--- src/rtl/arf_tagged_regfile.sv ---
// Architectural register file with per-entry rename tag and busy bit, tag-qualified writeback and flush.
// Define ARF_BYPASS_EN to forward matching same-cycle writebacks onto the read ports.
module arf_entry #(
  parameter int DATA_W = 16,
  parameter int TAG_W  = 4,
  parameter int ADDR_W = 5,
  parameter int NWB    = 2,
  parameter int NREN   = 2,
  parameter int IDX    = 0
) (
  input  logic                           clk,
  input  logic                           rst,
  input  logic                           flush,
  input  logic [NWB-1:0]                 wb_valid,
  input  logic [NWB*ADDR_W-1:0]          wb_addr,
  input  logic [NWB*TAG_W-1:0]           wb_tag,
  input  logic [NWB*DATA_W-1:0]          wb_data,
  input  logic [NREN-1:0]                ren_valid,
  input  logic [NREN*ADDR_W-1:0]         ren_addr,
  input  logic [NREN*TAG_W-1:0]          ren_tag,
  output logic [DATA_W+TAG_W:0]          q
);
  localparam logic [ADDR_W-1:0] ME = ADDR_W'(IDX);

  logic [TAG_W-1:0]  tag,  tag_n;
  logic              busy, busy_n;
  logic [DATA_W-1:0] data, data_n;

  // Writebacks match on pre-edge tag/busy; later ports overwrite earlier ones.
  // Rename (unless flushed) then sets the final busy/tag.
  always_comb begin
    data_n = data;
    busy_n = busy;
    tag_n  = tag;
    for (int k = 0; k < NWB; k++)
      if (wb_valid[k] && wb_addr[k*ADDR_W +: ADDR_W] == ME && busy &&
          tag == wb_tag[k*TAG_W +: TAG_W]) begin
        data_n = wb_data[k*DATA_W +: DATA_W];
        busy_n = 1'b0;
      end
    if (flush) begin
      busy_n = 1'b0;
      tag_n  = '0;
    end else begin
      for (int k = 0; k < NREN; k++)
        if (ren_valid[k] && ren_addr[k*ADDR_W +: ADDR_W] == ME) begin
          busy_n = 1'b1;
          tag_n  = ren_tag[k*TAG_W +: TAG_W];
        end
    end
  end

  always_ff @(posedge clk) begin
    if (rst) begin
      tag  <= '0;
      busy <= 1'b0;
      data <= '0;
    end else begin
      tag  <= tag_n;
      busy <= busy_n;
      data <= data_n;
    end
  end

  assign q = {tag, busy, data};
endmodule

module arf_tagged_regfile #(
  parameter int DATA_W = 16,
  parameter int TAG_W  = 4,
  parameter int NREG   = 32,
  parameter int NRD    = 4,
  parameter int NWB    = 2,
  parameter int NREN   = 2
) (
  input  logic                              clk,
  input  logic                              rst,
  input  logic                              rd_en,
  input  logic [NRD*$clog2(NREG)-1:0]       rd_addr,
  output logic [NRD*(DATA_W+TAG_W+1)-1:0]   rd_data,
  output logic                              rd_vld,
  input  logic [NREN-1:0]                   ren_valid,
  input  logic [NREN*$clog2(NREG)-1:0]      ren_addr,
  input  logic [NREN*TAG_W-1:0]             ren_tag,
  input  logic [NWB-1:0]                    wb_valid,
  input  logic [NWB*$clog2(NREG)-1:0]       wb_addr,
  input  logic [NWB*TAG_W-1:0]              wb_tag,
  input  logic [NWB*DATA_W-1:0]             wb_data,
  input  logic                              flush,
  output logic [NREG-1:0]                   busy_vec
);
  localparam int ADDR_W = $clog2(NREG);
  localparam int E      = DATA_W + TAG_W + 1;

  logic [NREG-1:0][E-1:0] ent;
  logic [NRD-1:0][E-1:0]  rd_nxt, rd_q;

  for (genvar i = 0; i < NREG; i++) begin : g_ent
    arf_entry #(
      .DATA_W(DATA_W), .TAG_W(TAG_W), .ADDR_W(ADDR_W),
      .NWB(NWB), .NREN(NREN), .IDX(i)
    ) u_ent (
      .clk(clk), .rst(rst), .flush(flush),
      .wb_valid(wb_valid), .wb_addr(wb_addr), .wb_tag(wb_tag), .wb_data(wb_data),
      .ren_valid(ren_valid), .ren_addr(ren_addr), .ren_tag(ren_tag),
      .q(ent[i])
    );
    assign busy_vec[i] = ent[i][DATA_W];
  end

  for (genvar p = 0; p < NRD; p++) begin : g_rd
    logic [ADDR_W-1:0] a;
    assign a = rd_addr[p*ADDR_W +: ADDR_W];
`ifdef ARF_BYPASS_EN
    // Forward a matching writeback; the tag shown is the pre-edge one (renames never bypass).
    always_comb begin
      rd_nxt[p] = ent[a];
      for (int k = 0; k < NWB; k++)
        if (wb_valid[k] && wb_addr[k*ADDR_W +: ADDR_W] == a && ent[a][DATA_W] &&
            ent[a][E-1 -: TAG_W] == wb_tag[k*TAG_W +: TAG_W])
          rd_nxt[p] = {ent[a][E-1 -: TAG_W], 1'b0, wb_data[k*DATA_W +: DATA_W]};
    end
`else
    assign rd_nxt[p] = ent[a];
`endif
  end

  always_ff @(posedge clk) begin
    if (rst) begin
      rd_q   <= '0;
      rd_vld <= 1'b0;
    end else begin
      rd_vld <= rd_en;
      if (rd_en) rd_q <= rd_nxt;
    end
  end

  assign rd_data = rd_q;
endmodule

--- config.mk ---
export PLATFORM = sky130hd
export DESIGN_NAME = arf_tagged_regfile
export DESIGN_NICKNAME = d
export VERILOG_FILES = /design/src/rtl/arf_tagged_regfile.sv
export SDC_FILE = /design/constraint.sdc
export NUM_CORES = 2
export LEC_CHECK = 0
export ABC_CLOCK_PERIOD_IN_PS = 2400
export BUFFER_PORTS_ARGS = -buffer_cell sky130_fd_sc_hd__clkbuf_2
export CORE_MARGIN = 3
export CORE_UTILIZATION = 40
export CTS_CLUSTER_SIZE = 12
export DETAILED_ROUTE_END_ITERATION = 6
export HOLD_SLACK_MARGIN = 0.02
export PLACE_DENSITY = 0.55
export SYNTH_ARGS = -nofsm -noshare
export SYNTH_HDL_FRONTEND = slang
export SYNTH_SLANG_ARGS = --single-unit
--- constraint.sdc ---
create_clock -name clk -period 2.4 [get_ports clk]
set_clock_uncertainty 0.2 [all_clocks]
set_input_delay 0.24 -clock clk [delete_from_list [all_inputs] [get_ports clk]]
set_output_delay 0.24 -clock clk [all_outputs]
set_load 0.01 [all_outputs]
==> flow_summary.toml <==
[clock_tree]
clock_sinks = 757
path_clk_slew_ns = 0.07
cts_tree = "yes"
htreeDepth = 3
clock-root-buffer = "clkbuf_16"
worst_skew_pair.late_latency_ns = 0.74
clock_path_buffers = 3
numCtsBuffers = 93

[detailed_routing]
drc = 0
dr.pass1.iters = 6
drt_iter0_drc = 8759
vias = 62260
dr_wl_met2_um = 127200
via_per_inst = 6.605
drt-met1-wl_um = 132000
dr.max_layer_used = "met5"
routedWlPerCell_um = 33.63
route.met3.wl_um = 38690
routed_wl_um = 316900
ant_nets = 0

[grt]
grt_overflow_total = 0
antenna_found_initial = 26
track_usage_pct = 38.73
grt_pass1_vias = 58220
grt_pass1_wl_um = 441900
grt_max_degree = 178

[final_layout]
final_common_cell = "mux2i_1"
area_delta_synth_final_pct = 21.75
final_util_pct = 49.31
drive_above_1_share_pct = 19.41
final_cell_mix = "1,920 x mux2i_1, 757 x nor2_1, 726 x dfxtp_1, 695 x buf_4, 671 x a22oi_1"
nNetsFinal = 7433
fillers = 14020
finalInstanceArea_um2 = 73240

[synthesis]
yosysSeqAreaShare_pct = 25.19
async_reset_ff_share_pct = 0
synth_flop_cell = "dfxtp_1"
syn-num-nets = 7070
synth_cells = 6974
synth.avg_cell_area_um2 = 8.627
yosys-top-cells-area = "mux2i_1 32%, dfxtp_1 25%, a22oi_1 8.4%"
syn-cell-area_um2 = 60160
yosysWarnings = 0
synth-seq-cells = 757
synth_top_area_cell = "mux2i_1"
synth.distinct_cells = 50
yosysTopAreaCellShare_pct = 31.94
synth_edf_count = 0

[worst_hold_path]
hold_class = "in -> reg"

[outcome]
violations = "setup timing"
status = "finished, violations left"

[sta]
rsz0062_at_grt = "false"
period_share_pct = 101.7
max_freq_ghz = 0.4098
finalMaxSlewViolations = 0
worst_slack_ns = -0.04030
period_needed_ns = 2.440
hold_viol = 0
setup_viol = 1
max_slew_margin_pct = 12.04
tightest_slew_ns = 1.319

[die]
coreArea_um2 = 148500
rows = 141
die_w_um = 393.8
initial_core_util_pct = 40.50
ios = 213
dieArea_um2 = 155100
dieHeight_um = 393.8

[pwr]
p_int_mw = 23.77
p_comb_share_pct = 19.6
seqPwrFrac_pct = 37.0
p_clk_share_pct = 43.3
ir_drop_mv = 0.4691
switching_power_mw = 10.96
fin_total_pwr_mw = 34.73
leakagePower_nw = 32.62
sw_frac_of_total_pct = 31.55
power_density_nw_per_um2 = 474.2

[critical_path]
slowest_delay_ns = 0.64
cpLargestDelayFamily = "compound AO/OA/AOI/OAI gates"
path_cells = "mux2i_1, a22oi_1, a21oi_1, or4_4, a211oi_1"
critical_path.slowest_cell = "or4_4"
crit_type = "reg -> reg"
arrival_ns = 2.84
end_kind = "register"
worst-path-buf-inv = 0
crit_fanout = 4
critPathLaunchType = "register"
reg2reg_setup_slack_ns = -0.04
cp.required_ns = 2.80

[placed_design]
placed_area_um2 = 69530
gp_congestion = 0.9889
port_buffers = 212
place_hpwl_um = 215900

[flow_run]
cap_violations = 0
worst reg2reg max path, cell delays in order, from the launching register on:
cell      delay (ns)
dfxtp_1         0.48
mux2i_1         0.15
a22oi_1         0.32
a21oi_1         0.25
or4_4           0.65
a211oi_1        0.27
power groups by stage:
| stage | registers, mW | clock network [mW] | logic [mW] |
|---|---|---|---|
| floorplan | 13.1 | 0 | 3.38 |
| global placement | 13.1 | 0 | 6.43 |
| detailed placement | 13.1 | 0 | 6.46 |
| CTS | 12.9 | 15.2 | 6.53 |
| global route | 12.9 | 15.6 | 6.94 |
| finish | 12.9 | 15.0 | 6.82 |
registers in the layout, indices dropped and copies added, names as in the netlist:
register	count
g_ent.u_ent.data	512
g_ent.u_ent.tag	128
rd_data	84
g_ent.u_ent.busy	32
rd_vld	1
synthesized netlist by cell type, drive strengths merged, types with 16 or more instances:
cell    count
mux2i    1920
nor2      767
dfxtp     757
a22oi     672
a211oi    660
clkbuf    550
buf       391
a21oi     368
xnor2     138
nand2     134
xor2      118
nand3     100
or4        94
a311oi     64
nand4      43
nor4       37
nor2b      20
nand2b     19
a31oi      16
cell families (layout without fill, tap and decap cells):
logic type,after synthesis,after routing,synth area share [%]
xor gates and xnor gates,256,256,3.727
DFF,757,757,25.19
AOI/OAI and AO/OA,1800,1800,21.00
and+or+nand+nor,1296,1296,10.05
other,0,11,0
muxes,1920,1920,31.94
buffers and inverters,945,1383,8.090
worst paths after layout:
kind	start	to	cells after the start
setup reg to reg	g_ent[29].u_ent.tag[1]	rd_data[39]	5
hold / removal	rd_addr[13]	rd_data[50]	6
setup / recovery	g_ent[29].u_ent.tag[1]	rd_data[39]	5
hold reg to reg	rd_data[62]	rd_data[62]	2
layer usage:
layer,vias to the layer above,global-route usage [%]
met5,-,0
met4,16,19.66
met3,892,11.53
met2,4043,54.67
met1,30450,52.96
li1,26850,-
final cells by class:
type	count	area, um2	share of cell area (%)
antenna	11	27.53	0.03758
clock inverter	40	508.0	0.6936
inverter	4	15.01	0.02050
clock buffer	130	2638	3.601
multi-input combinational	5272	40380	55.13
tap	2002	2505	3.420
timing repair buffer	1209	11980	16.35
sequential	757	15200	20.75
stage by stage:
stage	instances	worst slack [ns]	hold WS [ns]	TNS, ns
2_1_floorplan	6974	0.1907	0.2208	0
3_3_place_gp	9201	-0.2872	0.2735	-42.07
3_5_place_dp	9201	-0.2669	0.2769	-45.67
4_1_cts	9412	0.01415	0.02125	0
5_1_grt	9418	0.002847	0.08121	0
6_report	9425	-0.04030	0.07674	-0.04030
timing repair:
action | in CTS | in global routing
pin swaps | 0 | 1
setup buffers | 0 | 1
setup endpoints to repair | 16 | 79
cloned | 0 | 1
endpoints found under the hold margin | 446 | 0
hold buffers | 41 | 0
resized for setup | 6 | 39
Note: power is estimated with default switching activity, not from simulation.
